$ cat src/rtl/vga_chk_pkg.sv
// vga_chk_pkg: shared types and default VGA timing for the frame checker.
//   chk_state_e  - checker FSM states
//   DEF_*        - 640x480@60 timing shared with the solo_squash sync generator
//   cksum_step   - one step of the per-frame colour checksum
package vga_chk_pkg;

  typedef enum logic [1:0] {
    HUNT   = 2'd0,
    TRACK  = 2'd1,
    LOCKED = 2'd2
  } chk_state_e;

  localparam int unsigned DEF_H_TOTAL      = 32'd800;
  localparam int unsigned DEF_H_SYNC_START = 32'd656;
  localparam int unsigned DEF_H_SYNC_LEN   = 32'd96;
  localparam int unsigned DEF_V_TOTAL      = 32'd525;
  localparam int unsigned DEF_V_SYNC_START = 32'd490;
  localparam int unsigned DEF_V_SYNC_LEN   = 32'd2;
  localparam int unsigned DEF_H_VISIBLE    = 32'd640;
  localparam int unsigned DEF_V_VISIBLE    = 32'd480;
  localparam logic        DEF_SYNC_ACT_LOW = 1'b1;
  localparam int unsigned DEF_LOCK_FRAMES  = 32'd1;

  // Rotate left by one, then fold in the 3-bit pixel.
  function automatic logic [15:0] cksum_step(input logic [15:0] cksum, input logic [2:0] pix);
    cksum_step = {cksum[14:0], cksum[15]} ^ {13'b0, pix};
  endfunction

endpackage

$ cat src/rtl/vga_pos_tracker.sv
// vga_pos_tracker: reconstructed raster position and expected sync decode.
//   clk, rst_n     - pixel clock, async active-low reset
//   load           - the current sample is pixel (0,0); restart counting there
//   advance        - the current sample is the successor of (h_pos, v_pos)
//   h_pos, v_pos   - registered position of the previous sample
//   exp_*          - what col0/row0/hs/vs should be for the current sample
//   samp_visible   - current sample lies in the visible area
//   samp_last      - current sample is the last pixel of the frame
module vga_pos_tracker
  import vga_chk_pkg::*;
#(
  parameter int unsigned H_TOTAL      = DEF_H_TOTAL,
  parameter int unsigned H_SYNC_START = DEF_H_SYNC_START,
  parameter int unsigned H_SYNC_LEN   = DEF_H_SYNC_LEN,
  parameter int unsigned V_TOTAL      = DEF_V_TOTAL,
  parameter int unsigned V_SYNC_START = DEF_V_SYNC_START,
  parameter int unsigned V_SYNC_LEN   = DEF_V_SYNC_LEN,
  parameter int unsigned H_VISIBLE    = DEF_H_VISIBLE,
  parameter int unsigned V_VISIBLE    = DEF_V_VISIBLE
) (
  input  logic       clk,
  input  logic       rst_n,
  input  logic       load,
  input  logic       advance,
  output logic [9:0] h_pos,
  output logic [9:0] v_pos,
  output logic       exp_col0,
  output logic       exp_row0,
  output logic       exp_hs,
  output logic       exp_vs,
  output logic       samp_visible,
  output logic       samp_last
);

  logic       h_wrap_s;
  logic       v_wrap_s;
  logic [9:0] samp_h_s;
  logic [9:0] samp_v_s;

  // Position of the current sample (successor of the registered one) and its expected markers.
  always_comb begin
    h_wrap_s = (h_pos == 10'(H_TOTAL - 32'd1));
    v_wrap_s = (v_pos == 10'(V_TOTAL - 32'd1));
    samp_h_s = h_pos;
    samp_v_s = v_pos;
    if (load) begin
      samp_h_s = 10'd0;
      samp_v_s = 10'd0;
    end else if (h_wrap_s) begin
      samp_h_s = 10'd0;
      if (v_wrap_s) begin
        samp_v_s = 10'd0;
      end else begin
        samp_v_s = v_pos + 10'd1;
      end
    end else begin
      samp_h_s = h_pos + 10'd1;
      samp_v_s = v_pos;
    end
    exp_col0     = (samp_h_s == 10'd0);
    exp_row0     = (samp_v_s == 10'd0);
    exp_hs       = (samp_h_s >= 10'(H_SYNC_START)) &&
                   (samp_h_s <  10'(H_SYNC_START + H_SYNC_LEN));
    exp_vs       = (samp_v_s >= 10'(V_SYNC_START)) &&
                   (samp_v_s <  10'(V_SYNC_START + V_SYNC_LEN));
    samp_visible = (samp_h_s < 10'(H_VISIBLE)) && (samp_v_s < 10'(V_VISIBLE));
    samp_last    = (samp_h_s == 10'(H_TOTAL - 32'd1)) && (samp_v_s == 10'(V_TOTAL - 32'd1));
  end

  // Position register; holds while the checker is hunting.
  always_ff @(posedge clk or negedge rst_n) begin
    if (!rst_n) begin
      h_pos <= 10'd0;
      v_pos <= 10'd0;
    end else if (load || advance) begin
      h_pos <= samp_h_s;
      v_pos <= samp_v_s;
    end else begin
      h_pos <= h_pos;
      v_pos <= v_pos;
    end
  end

endmodule

$ cat config.mk
export PLATFORM = sky130hd
export DESIGN_NAME = vga_pos_tracker
export DESIGN_NICKNAME = d
export VERILOG_FILES = /design/src/rtl/vga_chk_pkg.sv /design/src/rtl/vga_pos_tracker.sv
export SDC_FILE = /design/constraint.sdc
export NUM_CORES = 1
export LEC_CHECK = 0
export ABC_AREA = 1
export CORE_UTILIZATION = 47
export DETAILED_ROUTE_END_ITERATION = 10
export PLACE_DENSITY = 0.76
export SYNTH_ARGS = -nofsm -noshare
export SYNTH_HDL_FRONTEND = slang
export SYNTH_SLANG_ARGS = --single-unit
$ cat constraint.sdc
create_clock -name clk -period 2.1 [get_ports clk]
set_input_delay 0.42 -clock clk [delete_from_list [all_inputs] [get_ports clk]]
set_output_delay 0.42 -clock clk [all_outputs]
set_load 0.01 [all_outputs]
# Word-level counts from Yosys, hierarchy flattened
# Index checks and enable logic that the tools add are counted.
[word_totals]
register_bits = 20
out_inout_bits = 26
elab_cells = 26
[classes]
n_addsub = 2
magnitude_cmp = 6
eq_ne = 4
mux = 5
reduce_logical = 7
[op_table]
columns = ["cell", "n"]
rows = [
  ["$mux 10", 5],
  ["$eq 10x10->1 const B", 4],
  ["$add 10x1->10 const B", 2],
  ["$logic_not 10->1", 2],
  ["$lt 10x10->1 const B", 2],
  ["$lt 10x9->1 const B", 2],
  ["$ge 10x10->1 const B", 1],
  ["$ge 10x9->1 const B", 1],
  ["$logic_and 1x1->1", 4],
  ["$logic_or 1x1->1", 1],
]

# Logic depth before layout (Yosys ltp)
# Gate-level depths: netlist (run 1).
[depth]
ltp_word = 6
mapped_depth = 13
ltp_nobuf = 13

# Worst setup path after synthesis (run 1)
# OpenSTA, ideal clock, no wires.
[synth_path]
kind = "register to output"
startpoint = "register h_pos[0]"
endpoint = "output samp_last"
arrival_ns = 1.802
t_required_ns = 1.680
slack_ns = -0.122
path_stages_with_launch = 13
cell_sequence = "dfrtp_1 > ha_1 > nand2_2 > nor2_4 > nand3_4 > nand2_4 > nand2_1 > inv_1 > nor2_1 > nand2_1 > nor2_1 > nand3_1 > nor2_1"
[synth_between]
elab_chain_cells = 5
elab_cells_between_ends = 9
[synth_lines]
columns = ["element", "line", "text"]
rows = [
  ["start: declaration", "vga_pos_tracker.sv:25", "output logic [9:0] h_pos,"],
  ["start signal: assignment", "vga_pos_tracker.sv:76", "h_pos <= samp_h_s;"],
  ["start signal: assignment", "vga_pos_tracker.sv:79", "h_pos <= h_pos;"],
  ["$add 10x1->10 or $eq 10x10->1 (tied branches)", "vga_pos_tracker.sv:57, vga_pos_tracker.sv:42", ""],
  ["$mux 10", "vga_pos_tracker.sv:49", "end else if (h_wrap_s) begin"],
  ["$mux 10", "vga_pos_tracker.sv:46", "if (load) begin"],
  ["$eq 10x10->1", "vga_pos_tracker.sv:67", "samp_last = (samp_h_s == 10'(H_TOTAL - 32'd1)) && (samp_v_s == 10'(V_TOTAL - 32'd1));"],
  ["$logic_and 1x1->1 (*)", "vga_pos_tracker.sv:67", ""],
  ["end: declaration", "vga_pos_tracker.sv:32", "output logic samp_last"],
]
# Mark *: on every way between the ends. The rest lies on a longest branch, timed or not.

# Worst setup path after layout (run 1)
[layout_path]
startpoint = "register v_pos[0]"
endpoint = "output exp_row0"
[layout_between]
elab_chain_cells = 5
elab_cells_between_ends = 6
[layout_lines]
columns = ["element", "line", "text"]
rows = [
  ["start: declaration", "vga_pos_tracker.sv:26", "output logic [9:0] v_pos,"],
  ["start signal: assignment", "vga_pos_tracker.sv:77", "v_pos <= samp_v_s;"],
  ["start signal: assignment", "vga_pos_tracker.sv:80", "v_pos <= v_pos;"],
  ["$add 10x1->10 or $eq 10x10->1 (tied branches)", "vga_pos_tracker.sv:54, vga_pos_tracker.sv:43", ""],
  ["$mux 10", "vga_pos_tracker.sv:51", "if (v_wrap_s) begin"],
  ["$mux 10 (*)", "vga_pos_tracker.sv:49", ""],
  ["$mux 10 (*)", "vga_pos_tracker.sv:46", ""],
  ["$logic_not 10->1 (*)", "vga_pos_tracker.sv:61", "exp_row0 = (samp_v_s == 10'd0);"],
  ["end: declaration", "vga_pos_tracker.sv:28", "output logic exp_row0,"],
]
# Marked as above.

==> results of run 1 <==
[power by group through the flow]
stage	logic [mW]	clock network, mW	registers [mW]
after floorplan	0.0377	0	0.407
after global placement	0.113	0	0.401
after detailed placement	0.114	0	0.401
after CTS	0.125	0.241	0.394
after global routing	0.145	0.261	0.397
final	0.137	0.252	0.396
[kinds of logic after synthesis]
logic type      after synthesis
flops                        20
xor+xnor                      2
compound gates               28
buf+inv                      41
simple gates                169
fa+ha+maj                     3
[placed cells by master (no fill, tap or decap)]
cell type and instances:
nand4_1 9, inv_2 6, nand2_1 79, dfrtp_1 17
nor2_1 18, nand3_1 15, nand3_4 3, nand2_2 7
and2_4 1, clkbuf_8 1, o21ai_0 18, dfrtp_2 3
nor3_1 2, a21oi_4 1, nor2_2 13, inv_4 1
o21bai_1 2, buf_4 70, a21oi_2 1, nor3_4 1
buf_2 5, clkdlybuf4s50_1 23, o21ai_2 2, xor2_4 1
xor2_1 1, o21ai_1 3, a21oi_1 1, buf_6 8
nor2_4 6, inv_1 30, ha_4 1, clkbuf_4 3
ha_1 2, nand2_4 2, nand3_2 13, nand3b_1 1
[timing repair]
item / 4_1_cts / 5_1_grt
endpoints found under the setup margin: 6 / 7
hold buffers: 0 / 0
pin swaps: 22 / 23
gates resized for setup: 60 / 34
cloned: 1 / 0
setup buffers: 10 / 7
[per-stage QoR]
step	TNS [ns]	cells	hold WS, ns	instance area (um^2)
2_1_floorplan	-0.0130	263	0.124	1630
3_3_place_gp	-3.47	392	0.567	2410
3_5_place_dp	-3.92	392	0.577	2410
4_1_cts	-2.96	407	0.433	2650
5_1_grt	-4.11	414	0.454	2800
6_report	-3.62	414	0.419	2800
[critical path, cell delays in order (launching register included)]
cell	delay (ns)
dfrtp_2	0.47
inv_2	0.07
ha_1	0.15
nand2_1	0.07
nor2_2	0.10
nand3_2	0.13
nand2_1	0.14
nor2_1	0.07
nor2_1	0.23
nand2_2	0.14
nor2_1	0.24
nand3_2	0.11
nor2_2	0.11
buf_2	0.13
[worst paths after layout]
| path | startpoint | to | slack (ns) | cells after the start |
|---|---|---|---|---|
| worst max-delay path | v_pos[0] | exp_row0 | -0.80 | 13 |
| min in group clk | v_pos[9] | v_pos[9] | 0.62 | 3 |
| worst min-delay path | rst_n | h_pos[1] | 0.42 | 2 |
| worst min register to register | v_pos[9] | v_pos[9] | 0.62 | 3 |
| worst max register to register | h_pos[1] | v_pos[9] | 0.09 | 12 |
| max in group asynchronous | rst_n | v_pos[1] | 1.44 | 2 |
[cell type report]
cell class | count | share of cell area [%]
multi-input combinational | 203 | 42.5
inverter | 37 | 5.05
clock buffer | 4 | 1.30
tap | 44 | 1.97
sequential | 20 | 18.0
timing repair buffer | 106 | 31.1
[registers in the layout, indices dropped and copies added (netlist names)]
name and flops:
h_pos 10, v_pos 10
[layer usage]
layer  vias up  wire (um)  share of wire, %
met5         -          0                 0
met4         0        429               5.8
met3        58        917                12
met2       241       3330                45
met1      1074       2760                37
li1       1054          -                 -
==> summary.txt, run 1 <==
GRT
  • GRT met2 Usage: 59.5%
  • GRT met1 Usage: 48.8%
  • Overflow after GRT: 0
  • GRT Util Overall: 37.0%
  • Initial antenna violation count: 0
  • GR peak layer: met2
  • Met3 GRT Util: roughly 6%
  • First-pass GRT wire length: 9.92 mm
  • Vias in the first global route: approximately 2.1k
  • Largest net degree at the start of global routing: 21

Synth
  • Main synth FF type: dfrtp_1
  • Synth top area share: 31.0%
  • Mapped Cells: around 260
  • Post-Synth Adder-Cell Area: 2.33%
  • Synth top cells by count: nand2_1, inv_1, nor2_1, nand3_1, o21ai_0
  • Post-synthesis async set-or-reset flop share: 100%
  • Number of synthesized flops with an enable pin: 0
  • Net Count, Synth: 270
  • Combinational family with the most area after synthesis: simple AND/OR/NAND/NOR gates
  • Register bit total from synthesis: 20
  • Synth area leader: dfrtp_1
  • Top post-synthesis cells by area: dfrtp_1, nand2_1, nand3_1
  • Yosys cell types: 22
  • Syn_area_per_cell: 6.13 um^2
  • Sequential fraction of the synthesis area: 31.0%
  • Yosys Warn Count: 0
  • Mapped Area: 1610 um^2
  • Portion of netlist area occupied by mux cells: 0%
  • Simple-gate area share of the yosys netlist: 46.9%
  • Leading cell type by number of instances after synthesis: nand2_1
  • Compound-Gate Fraction of Synth Area: 9.00%
  • Xor/xnor share of the synthesized area: under 10%

Finish
  • Synthesis-to-layout area growth: 73.5%
  • Register area: 504 um^2
  • Nets: ~380
  • Share of layout cells above drive strength 1: 40.3%
  • Number of inserted diodes: 0
  • Post-layout util: 88.7%
  • Multi-input logic area: 1190 um^2
  • Fillers: 148

Route
  • DR DRC count: 0
  • Total wire length: 7.44 mm
  • DRT Pass-1 Iters: 5
  • Iter 0 DRT Violations: 344
  • Via count: 2427
  • Mean routed wirelength per cell: 18.0 um
  • Final ANT Viol Nets: 0
  • Via density: 5.86

Clocking
  • CTS H-tree lvls: 1
  • CTS sink cnt: 20
  • Clock latency on the worst-skew pair: around 0.32 ns
  • Clock Pin Slew Worst Setup and Hold Paths: 0.14 ns
  • Clk root buf: clkbuf_4
  • Deepest clock path buffer count: 2
  • Number of CTS-inserted buffers: 3
  • CTS tree: yes

Timing
  • Max Slew Vio Count: 0
  • Final hold violation count: 0
  • Unrepaired setup endpoints after global routing: true
  • Post-route clock period utilization: 138%
  • Fmax: 0.345 GHz
  • Worst rel slew slack: approximately three quarters
  • Clk_skew: 0.00614 ns
  • Setup violators final: 6
  • Min Tclk post-route: 2.90 ns
  • Final worst setup slack: -0.797 ns
  • Slew @ Worst Pin: 0.348 ns

Min path
  • Hold WC Path Type: input pin to asynchronous set/reset pin

Power
  • Sw Ratio: 28.8%
  • Final Power: ~0.79 mW
  • Max VDD drop: 258 uV
  • Pint: 0.559 mW
  • Logic pwr share: between 15 and 20%
  • Clk pwr share: 32.1%
  • Switching pwr: 0.226 mW
  • Leak: 1.32 nW
  • Power per Cell Area: around 280 nW/um^2
  • Part of the power in registers: 50.5%

Critical path
  • Req. time, crit path: between 1.5 and 2 ns
  • CP Capture Type: output port
  • Worst Path Max Fanout: 5
  • Crit path DAT: 2.48 ns
  • CP Launch Type: flip-flop
  • Critical path class: flip-flop to output port

Floorplan
  • Core area: 3150 um^2
  • Row cnt: 20
  • Die Wd: 60.6 um
  • Initial core utilization: approximately half
  • Ports: 30
  • Die height: between 60 and 70 um
  • Die area: 3670 um^2

Status
  • Status: complete, but fails checks
  • Failing checks: negative setup slack

Placement
  • HPWL Detailed: 3.80 mm
  • Pre-CTS setup slack: -0.744 ns
  • Final Wtd Congestion: 0.958
  • IO buf count: 29

Run
  • Max cap viols: 0
Note: power is estimated with default switching activity, not from simulation.
==> run 2: changes to the inputs <==
CORE_UTILIZATION = 35   (was 47)
PLACE_DENSITY = unset   (was 0.76)
==> run 2 against run 1 <==
- the flow still finishes with violations (negative setup slack)
- critical endpoint is now samp_last
- first-iteration DRC count down 65%
- sequential power barely moved
- design area increased by 0.31%
- combinational power fell by 3%
- clock skew up 0.0032 ns
- setup slack improved by 0.30 ns
- largest cell class unchanged
- utilization decreased by 25 points
- final cell count is 2.9% higher
- clock power is 29% higher
- via count is 12% lower
- wire length is 23% lower
- count of clock-buffer cells in the layout unchanged
==> summary.txt, run 2 (synthesis gave the netlist of run 1 again) <==
Floorplan
  • Die Wd: 69.9 um
  • Die area: 4880 um^2
  • Ports: 30
  • Die height: roughly 70 um
  • Core area: 4380 um^2
  • Initial core utilization: 36.8%
  • Row cnt: 24

Placement
  • Pre-CTS setup slack: -0.705 ns
  • IO buf count: 29
  • Dpl cells: 401
  • Post-DP Area: 2430 um^2
  • HPWL Detailed: ~4 mm
  • Final Wtd Congestion: 0.907

Finish
  • Share of layout cells above drive strength 1: roughly two fifths
  • Post-layout util: 64.0%
  • Synthesis-to-layout area growth: 74.0%
  • Number of inserted diodes: 0
  • Final Cell Area: 2810 um^2
  • Nets: 382
  • Commonest cells after routing, fill and taps aside: nand2_1, buf_4, inv_1, nor2_1, clkdlybuf4s50_1
  • Final cell count without fillers: 426
  • Largest registers: h_pos x10, v_pos x10

Critical path
  • Max incr delay on CP: 0.41 ns
  • Req. time, crit path: about 1.7 ns
  • R2R depth: 13
  • CP Capture Type: output port
  • Capture instance of the worst register-to-register path: v_pos[3]
  • CP max stage cell: dfrtp_1
  • Reg-to-reg slack, setup: 0.17 ns
  • Worst Path Max Fanout: 3
  • Top cell by count, worst path: nor2_4
  • CP Launch Type: flip-flop
  • Worst R2R Start: h_pos[1]
  • Crit path DAT: about 2.2 ns
  • Crit-path cells: ha_4, nand2_4, nor2_4, nand3_4, buf_6, nor2_4, nand3b_1, nand3_2, nand2_2, nor2_4, nand2_2, nor2_2, buf_2
  • Critical path class: flip-flop to output port

Power
  • Max VDD drop: 206 uV
  • Leak: 1.35 nW
  • Power per Cell Area: about 300 nW/um^2

Timing
  • Max Slew Vio Count: 0
  • Final worst setup slack: -0.495 ns
  • Fmax: around 0.39 GHz
  • Slew @ Worst Pin: 0.328 ns
  • Clk_skew: 0.00936 ns
  • Min Tclk post-route: 2.60 ns
  • Final hold violation count: 0
  • Post-route clock period utilization: 124%
  • Final TNS setup: -2.52 ns
  • Worst rel slew slack: ~78%
  • Setup violators final: 6
  • Unrepaired setup endpoints after global routing: true

GRT
  • First-pass GRT wire length: 9.31 mm
  • Initial antenna violation count: 0
  • Vias in the first global route: 2012
  • GRT Util Overall: 23.9%
  • Overflow after GRT: 0
  • Largest net degree at the start of global routing: 24

Status
  • Failing checks: negative setup slack
  • Status: complete, but fails checks

Route
  • DRT Pass-1 Iters: 5
  • Via density: 5.00
  • DR DRC count: 0
  • Via count: 2129
  • Total wire length: 5.76 mm
  • Iter 0 DRT Violations: 119
  • Mean routed wirelength per cell: 13.5 um
  • Final ANT Viol Nets: 0

Clocking
  • CTS tree: yes
  • Clock Pin Slew Worst Setup and Hold Paths: 0.09 ns
  • Number of CTS-inserted buffers: 3
  • CTS sink cnt: 20
  • CTS H-tree lvls: 1
  • Clock latency on the worst-skew pair: 0.27 ns
  • Deepest clock path buffer count: 2
  • Clk root buf: clkbuf_8

Min path
  • Hold WC Path Type: input pin to asynchronous set/reset pin

Run
  • Max cap viols: 0
==> run 2: area by class of cell <==
type | instances | area [um^2]
flip-flops and latches | 20 | 504
repair buffers | 110 | 900
fillers | 384 | 1580
inverters | 37 | 141
multi-input cells | 203 | 1140
well taps | 52 | 65.1
clock buffers | 4 | 55.1
==> run 2: how the worst max path moves through the flow <==
stage / to / cells past startpoint / slack, ns / startpoint
after detailed placement: samp_last / 11 / -0.71 / load
final: samp_last / 13 / -0.50 / h_pos[1]
after CTS: samp_last / 14 / -0.55 / h_pos[1]
after floorplan: samp_last / 11 / -0.01 / h_pos[1]
after global routing: samp_last / 13 / -0.60 / h_pos[1]
after global placement: samp_last / 11 / -0.67 / load
==> run 2: critical path, delay by kind of cell, from the launching register on <==
kind,cells,cell delay (ns)
and+or+nand+nor,10,1.03
DFF,1,0.41
buffers and inverters,2,0.28
adders and majority gates,1,0.17
==> run 2: routing by layer <==
metal  wire, um  track usage [%]  vias to the layer above
li1           -                -                     1063
met1       2650             33.5                      996
met2       2750             38.5                       62
met3        283             1.88                        8
met4         76             8.44                        0
met5          0                0                        -
==> run 2: stage by stage <==
stage               hold WS (ns)  power (mW)
floorplan                  0.124       0.445
global placement           0.539       0.519
detailed placement         0.548       0.520
CTS                        0.495       0.847
global route               0.519       0.881
finish                     0.485       0.855
==> run 2: power by group <==
part	switching (mW)	internal [mW]	total (mW)	leakage (nW)
combinational	0.0692	0.0636	0.133	1.05
clock	0.158	0.168	0.325	0.0288
sequential	0.00664	0.390	0.397	0.273
==> run 2: timing repair <==
item / CTS / global route
gates cloned: 1 / 0
setup buffers: 14 / 7
endpoints found under the setup margin: 6 / 8
pin swaps: 22 / 22
gates resized for setup: 45 / 32
hold buffers: 0 / 0
==> run 3: changes to the inputs <==
CORE_ASPECT_RATIO = 0.9   (was unset)
==> run 3 against run 2 <==
- the run ends with design-rule violations, negative setup slack left
- maximum frequency up 3.2%
- wire length fell by 5.7%
- final cell count up 1.4%
- setup slack improved by 0.081 ns
- flip-flop and latch count is the same
- combinational power hardly changed
- sequential power about the same
- non-clock buffer count is 4 lower
==> summary.txt, run 3 (synthesis gave the netlist of run 1 again) <==
Power
  • Leak: 1.32 nW
  • Max VDD drop: around 270 uV
  • Power per Cell Area: 289 nW/um^2
  • Final Power: 0.793 mW

GRT
  • Initial antenna violation count: 0
  • GR peak layer: met2
  • GRT met2 Usage: 38.0%
  • Met3 GRT Util: 4.27%
  • Vias in the first global route: 1892
  • Overflow after GRT: 0
  • Largest net degree at the start of global routing: 21
  • GRT met1 Usage: 32.8%
  • First-pass GRT wire length: 8.78 mm
  • GRT Util Overall: 23.8%

Critical path
  • CP Launch Type: flip-flop
  • Crit path DAT: around 2.1 ns
  • Req. time, crit path: 1.68 ns
  • CP Capture Type: output port
  • Crit path from: h_pos[0]
  • Worst Path Max Fanout: 5
  • Worst R2R Start: h_pos[0]
  • Critical path class: flip-flop to output port

Floorplan
  • Die height: 66.4 um
  • Die Wd: 73.6 um
  • Die area: 4880 um^2
  • Ports: 30
  • Row cnt: 23
  • Initial core utilization: 36.4%
  • Core area: 4430 um^2

Finish
  • Number of inserted diodes: 0
  • Largest registers: h_pos x10, v_pos x10
  • Commonest cells after routing, fill and taps aside: nand2_1, buf_4, inv_1, nor2_1, clkdlybuf4s50_1
  • Share of layout cells above drive strength 1: between 30% and 40%
  • Final Cell Area: 2750 um^2
  • Nets: ~380
  • Synthesis-to-layout area growth: 70.3%
  • Post-layout util: 62.0%
  • Final cell count without fillers: 432
  • Commonest non-fill, non-tap cell in the layout: nand2_1

Clocking
  • Deepest clock path buffer count: 2
  • Clk root buf: clkbuf_8
  • Post-CTS Hold Buffers: 0
  • Clock latency on the worst-skew pair: 0.26 ns
  • CTS H-tree lvls: 1
  • CTS sink cnt: 20
  • CTS tree: yes
  • Clock Pin Slew Worst Setup and Hold Paths: 0.07 ns
  • Number of CTS-inserted buffers: 3

Placement
  • Dpl cells: 415
  • Pre-CTS setup slack: -0.697 ns
  • IO buf count: 29
  • Final Wtd Congestion: 0.945
  • HPWL Detailed: 3.97 mm
  • Post-DP Area: between 2000 and 2500 um^2

Route
  • Via density: 4.75
  • DRT Pass-1 Iters: 7
  • Via count: around 2.1k
  • Final ANT Viol Nets: 0
  • DR DRC count: 2
  • Mean routed wirelength per cell: approximately 13 um
  • Iter 0 DRT Violations: between 100 and 150
  • Total wire length: 5.43 mm

Timing
  • Hold slack: 0.496 ns
  • Unrepaired setup endpoints after global routing: true
  • Max Slew Vio Count: 0
  • Min Tclk post-route: 2.51 ns
  • Final worst setup slack: -0.414 ns
  • Fmax: 0.398 GHz
  • Final TNS setup: -1.92 ns
  • Setup violators final: 6
  • Final hold violation count: 0
  • Clk_skew: ~0.0016 ns
  • Worst rel slew slack: 62.9%
  • Post-route clock period utilization: 120%
  • Slew @ Worst Pin: 0.554 ns

Run
  • Max cap viols: 0

Min path
  • Hold WC Path Type: input pin to asynchronous set/reset pin

Status
  • Failing checks: design-rule violations, negative setup slack
  • Status: complete, but fails checks
==> run 3: where the power goes <==
part / leakage, nW / internal [mW] / switching (mW)
clock network: 0.0228 / 0.135 / 0.128
registers: 0.276 / 0.390 / 0.00568
logic: 1.02 / 0.0649 / 0.0691
total: 1.32 / 0.591 / 0.203
==> run 3: per-layer routing <==
layer	routed length (um)	part of all wire [%]	vias to the layer above
li1	-	-	1055
met1	2700	50	946
met2	2460	45	44
met3	182	3.4	9
met4	85	1.6	0
met5	0	0	-
==> run 3: what timing repair did <==
| item | 4_1_cts | 5_1_grt |
|---|---|---|
| resized for setup | 55 | 17 |
| endpoints found under the hold margin | 0 | 0 |
| gates cloned | 1 | 0 |
| setup buffers | 11 | 1 |
| endpoints found under the setup margin | 6 | 7 |
| pin swaps | 14 | 18 |
==> run 3: final cells by class <==
cell class	instances	area [um^2]
Sequential cell	20	502
Tap cell	62	77.6
Inverter	37	141
Timing Repair Buffer	106	857
Clock buffer	4	45.0
Fill cell	428	1690
Multi-Input combinational cell	203	1120
==> run 3: final timing paths <==
check                           cells past startpoint  slack, ns         to
worst max-delay path                               13      -0.41  samp_last
max in group asynchronous                           2       1.37   h_pos[0]
min in group clk                                    2       0.59   v_pos[5]
worst min register to register                      2       0.59   v_pos[5]
worst min-delay path                                2       0.50   v_pos[5]
worst max register to register                     13       0.10   v_pos[9]
==> run 3: critical path, stage by stage (launching register included) <==
cell and delay, ns:
dfrtp_2 0.40, ha_4 0.15, nand2_4 0.06, nor2_4 0.14
nand3_4 0.14, buf_6 0.16, nor2_4 0.07, nand3b_1 0.12
nand3_2 0.11, nand2_2 0.05, nor2_2 0.11, nand2_2 0.07
nor2_2 0.10, buf_2 0.13
